[src/rtl/seg_scan_ctrl.sv]
// seg_scan_ctrl: 8-digit multiplexed 7-segment scan controller
// with frame-aligned double-buffered loads and leading-zero blanking.
module seg_scan_ctrl #(
  parameter int N_DIGITS = 8,
  parameter int DIV      = 100000
) (
  input  logic                  clk,
  input  logic                  rst,
  input  logic [4*N_DIGITS-1:0] value,
  input  logic [N_DIGITS-1:0]   digit_en,
  input  logic [N_DIGITS-1:0]   dp_en,
  input  logic                  blank_lz,
  input  logic                  load,
  output logic                  load_pending,
  output logic                  frame_done,
  output logic [3:0]            hex,
  output logic [N_DIGITS-1:0]   AN,
  output logic                  decimal_point
);

  localparam int CW = (DIV > 1) ? $clog2(DIV) : 1;
  localparam int IW = (N_DIGITS > 1) ? $clog2(N_DIGITS) : 1;
  localparam int VW = 4 * N_DIGITS;

  localparam logic [CW-1:0] CNT_LAST = CW'(DIV - 1);
  localparam logic [IW-1:0] IDX_LAST = IW'(N_DIGITS - 1);

  typedef struct packed {
    logic [VW-1:0]       val;
    logic [N_DIGITS-1:0] den;
    logic [N_DIGITS-1:0] dpen;
    logic                blz;
  } disp_t;

  logic [CW-1:0]       cnt_q, cnt_d;
  logic [IW-1:0]       idx_q, idx_d;
  disp_t               act_q, act_d;
  disp_t               pend_q, pend_d;
  logic                lp_q, lp_d;
  logic                fd_q, fd_d;
  logic [3:0]          hex_q, hex_d;
  logic [N_DIGITS-1:0] an_q, an_d;
  logic                dp_q, dp_d;

  logic                tick;
  logic                boundary;
  disp_t               in_bundle;
  logic [N_DIGITS-1:0] zero_above;
  logic [N_DIGITS-1:0] blanked;
  logic [N_DIGITS-1:0] visible;

  assign tick      = (cnt_q == CNT_LAST);
  assign boundary  = tick && (idx_q == IDX_LAST);
  assign in_bundle = '{val: value, den: digit_en,
                       dpen: dp_en, blz: blank_lz};

  // Prescaler and digit index stepping.
  always_comb begin
    cnt_d = cnt_q + CW'(1);
    idx_d = idx_q;
    if (tick) begin
      cnt_d = '0;
      if (idx_q == IDX_LAST) begin
        idx_d = '0;
      end else begin
        idx_d = idx_q + IW'(1);
      end
    end
  end

  // Double buffer: loads park in pending, swap in at frame boundary.
  always_comb begin
    act_d  = act_q;
    pend_d = pend_q;
    lp_d   = lp_q;
    fd_d   = boundary;
    if (boundary) begin
      if (load) begin
        act_d = in_bundle;
        lp_d  = 1'b0;
      end else if (lp_q) begin
        act_d = pend_q;
        lp_d  = 1'b0;
      end
    end else if (load) begin
      pend_d = in_bundle;
      lp_d   = 1'b1;
    end
  end

  // Leading-zero detection: digit i blanks when nibbles i..top are 0.
  always_comb begin
    zero_above = '0;
    zero_above[N_DIGITS-1] =
      (act_q.val[VW-1 -: 4] == 4'h0);
    for (int i = N_DIGITS - 2; i >= 0; i--) begin
      zero_above[i] = zero_above[i+1] &&
                      (act_q.val[4*i +: 4] == 4'h0);
    end
    blanked    = act_q.blz ? zero_above : '0;
    blanked[0] = 1'b0;
    visible    = act_q.den & ~blanked;
  end

  // Output next-state from the current digit slot.
  always_comb begin
    hex_d        = act_q.val[4*idx_q +: 4];
    an_d         = '1;
    an_d[idx_q]  = ~visible[idx_q];
    dp_d         = ~(visible[idx_q] && act_q.dpen[idx_q]);
  end

  // State and registered outputs.
  always_ff @(posedge clk) begin
    if (rst) begin
      cnt_q  <= '0;
      idx_q  <= '0;
      act_q  <= '0;
      pend_q <= '0;
      lp_q   <= 1'b0;
      fd_q   <= 1'b0;
      hex_q  <= 4'h0;
      an_q   <= '1;
      dp_q   <= 1'b1;
    end else begin
      cnt_q  <= cnt_d;
      idx_q  <= idx_d;
      act_q  <= act_d;
      pend_q <= pend_d;
      lp_q   <= lp_d;
      fd_q   <= fd_d;
      hex_q  <= hex_d;
      an_q   <= an_d;
      dp_q   <= dp_d;
    end
  end

  assign load_pending  = lp_q;
  assign frame_done    = fd_q;
  assign hex           = hex_q;
  assign AN            = an_q;
  assign decimal_point = dp_q;

endmodule
[config.mk]
export PLATFORM = sky130hd
export DESIGN_NAME = seg_scan_ctrl
export DESIGN_NICKNAME = d
export VERILOG_FILES = /design/src/rtl/seg_scan_ctrl.sv
export SDC_FILE = /design/constraint.sdc
export NUM_CORES = 1
export LEC_CHECK = 0
export CAP_MARGIN = 10
export CORE_MARGIN = 8
export CORE_UTILIZATION = 56
export CTS_CLUSTER_SIZE = 8
export DETAILED_ROUTE_END_ITERATION = 12
export GPL_TIMING_DRIVEN = 0
export PLACE_DENSITY = 0.76
export SYNTH_ARGS = -nofsm -noshare
export SYNTH_HDL_FRONTEND = slang
export SYNTH_SLANG_ARGS = --single-unit
[constraint.sdc]
create_clock -name clk -period 2.8 [get_ports clk]
set_clock_uncertainty 0.2 [all_clocks]
set_input_delay 0.28 -clock clk [delete_from_list [all_inputs] [get_ports clk]]
set_output_delay 0.28 -clock clk [all_outputs]
set_load 0.02 [all_outputs]
==> results of run 1 <==
-- flip-flops by register name (all words and copies together), names as in the netlist --
signal,flops
idx_q,3
hex,4
AN,8
load_pending,1
frame_done,1
cnt_q,17
pend_q,49
decimal_point,1
act_q,49
-- Yosys cell counts, types with 4 or more instances --
cell | n | area (um2)
dfxtp_1 | 133 | 2660
nand2_1 | 111 | 417
nor2_1 | 76 | 285
mux2i_1 | 57 | 571
a21oi_1 | 52 | 260
a211oi_2 | 49 | 613
clkbuf_1 | 28 | 105
mux4_2 | 10 | 225
buf_6 | 8 | 90.1
nand3_1 | 8 | 40.0
nand4_1 | 7 | 43.8
xor2_1 | 7 | 61.3
nor4_1 | 6 | 37.5
buf_2 | 5 | 25.0
buf_4 | 5 | 37.5
nor3_1 | 5 | 25.0
xnor2_1 | 5 | 43.8
and3_1 | 4 | 25.0
inv_1 | 4 | 15.0
nand4b_1 | 4 | 35.0
nor2b_1 | 4 | 25.0
nor3b_1 | 4 | 30.0
o21ai_0 | 4 | 20.0
-- final timing paths --
| kind | end | from | cells after the start | slack [ns] |
|---|---|---|---|---|
| max | decimal_point$_SDFF_PP1_ | idx_q[0]$_SDFFE_PP0N_ | 7 | 0.21 |
| min | load_pending$_SDFFE_PP0P_ | load | 3 | 0.04 |
| max reg2reg | decimal_point$_SDFF_PP1_ | idx_q[0]$_SDFFE_PP0N_ | 7 | 0.21 |
| min reg2reg | AN[5]$_SDFF_PP1_ | act_q[14]$_SDFFE_PP0P_ | 1 | 0.23 |
-- worst reg2reg max path, cell delays in order (launching register included) --
cell	delay [ns]
dfxtp_1	0.33
clkbuf_1	0.52
buf_1	0.48
nand3b_1	0.15
o211ai_1	0.20
o22ai_1	0.12
o211ai_1	0.25
o2111ai_1	0.19
-- logic make-up after synthesis --
kind of cell             after synthesis
AO/OA/AOI/OAI                        118
XOR/XNOR                              12
adder cells (fa/ha/maj)                3
buffers and inverters                 53
flip-flops                           133
multiplexers                          67
AND/OR/NAND/NOR                      245
-- through the flow --
| stage | power, mW | cell area [um2] |
|---|---|---|
| 3_5_place_dp | 2.30 | 6800 |
| 4_1_cts | 4.28 | 7340 |
| 3_3_place_gp | 2.29 | 6800 |
| 6_report | 4.25 | 7340 |
| 2_1_floorplan | 2.16 | 5980 |
| 5_1_grt | 4.40 | 7340 |
-- routing by layer --
metal  wire length, um  track usage, %  vias up
met3               819            5.34       25
met2              7340            36.1      158
met4               293            8.67        0
li1                  -               -     2384
met5                 0               0        -
met1              6210            24.6     2327
-- report_power, final --
group / switching (mW) / leakage [nW] / internal [mW]
clock: 0.789 / 0.266 / 1.20
combinational: 0.168 / 1.30 / 0.136
sequential: 0.0222 / 1.08 / 1.94
total: 0.979 / 2.65 / 3.28
-- cell type report --
type	count	area share [%]
Clock buffer	20	6.07
Sequential cell	133	36.3
Buffer	49	3.66
Tap cell	136	2.32
Timing Repair Buffer	66	8.93
Multi-Input combinational cell	445	41.4
Inverter	4	0.205
Clock inverter	11	1.16
==> results.yml, run 1 <==
yosys:
  synth_compound_area_share_pct: 16.7
  syn-mean-instance-area_um2: 9.48
  synthXorXnorAreaFrac_pct: 1.76
  synth.cell_area_um2: 5980
  synth_cell_types: 47
  syn_inst: 631
  ys_seq_area_share_pct: 44.5
  synthFlopType: "dfxtp_1"
  synthAdderAreaFrac_pct: 0.627
  synth_edf_count: 0
  yosys_warnings: 0
  synth_top_family_by_area: "simple AND/OR/NAND/NOR gates"
  synthMuxAreaShare_pct: 13.3
  yosys.area_share.simple_pct: 18.4
  synth_nets: 686
  async_flop_share_pct: 0
  ys_seq_elements: 133
sta:
  setup_ws_ns: 0.214
  fmax_mhz: 387
  post-route-min-period_ns: 2.59
  finalMaxSlewViolations: 0
  hold_viol: 0
  rsz0062_at_grt: "no"
  relSlewSlack_pct: 45.6
  holdWs_ns: 0.0369
  setup_tns_ns: 0
  tightest_slew_ns: 0.816
  finalCritPeriodShare_pct: 92.4
  setup_viol: 0
detailed_routing:
  vias_per_cell: 5.66
  vias: 4894
  routed_wl_mm: 14.7
  drc: 0
  ant_nets: 0
  drtIter0Drc: 354
  dr.pass1.iters: 5
  avgRoutedWirePerCell_um: 17.0
run_status:
  status: "complete, no violations"
finish:
  fin_util_pct: 70.8
  final_common_cell: "dfxtp_1"
  fill_cells: 786
  num-nets-final: 771
  multi_input_area_um2: 3040
  area_delta_synth_final_pct: 22.7
  fin_cells: 864
  seq_area_um2: 2660
  layout-drive-gt1-share_pct: 15.8
  antenna_cells: 0
  layout_common_cells: "dfxtp_1 (133), nand2_1 (111), nor2_1 (76)"
power_and_ir_drop:
  leakage_nw: 2.65
  power.density_nw_per_um2: 580
  peakVddDrop_mv: 0.470
clock_network:
  cts_tree: "done"
  postCtsSetupBuffers: 2
  cts.root.buffer_cell: "clkbuf_8"
  path_clk_slew_ns: 0.06
  clk_latency_ns: 0.52
  cts_made_buffers: 17
  cts.sinks: 133
  cts_resized: 0
  cts_htree_levels: 4
  ctsLongestPathBuffers: 2
  ctsHoldBuffers: 0
critical_path:
  critPathArrivalTime_ns: 2.76
  cp_cell_sequence: "clkbuf_1 -> buf_1 -> nand3b_1 -> o211ai_1 -> o22ai_1 -> o211ai_1 -> o2111ai_1"
  required_ns: 2.97
  cp_common_cell: "o211ai_1"
  crit_path_top_delay_cell: "clkbuf_1"
  path_max_fanout: 10
  startpoint_type: "flop"
  cp_top_family: "buffers and inverters"
  path_class: "reg2reg"
  endpoint_kind: "flop"
  crit_buf_inv: 2
  slowest_delay_ns: 0.52
placement:
  pre_cts_ws_ns: 0.0223
  portBuffers: 64
  gp_congestion: 0.869
  hpwlAfterDp_mm: 10.7
  dp.cells: 831
global_route:
  grt.overflow.total: 0
  antenna_found_initial: 0
  grt_max_degree: 17
  grt_pass1_wl_mm: 24.4
  grt_pass1_vias: 5027
  grt_use_total_pct: 21.0
worst_hold_path:
  hp-class: "in2reg"
die:
  chipWidth_um: 119
  start_util_pct: 57.7
  fp.coreArea_um2: 10400
  num_rows: 37
  die_area_um2: 14300
  dieHeight_um: 119
  ioPinCount: 67
run:
  drv_cap: 0
(Power assumes the default switching activity.)
==> run 2: changes to the inputs <==
--- a/config.mk
+++ b/config.mk
@@ -8,6 +8,7 @@
 export CAP_MARGIN = 10
 export CORE_MARGIN = 8
 export CORE_UTILIZATION = 56
+export CTS_CLUSTER_DIAMETER = 100
 export CTS_CLUSTER_SIZE = 8
 export DETAILED_ROUTE_END_ITERATION = 12
 export GPL_TIMING_DRIVEN = 0
==> results of run 2 <==
Same layout as run 1: the final DEF is identical, and so are final timing and power.
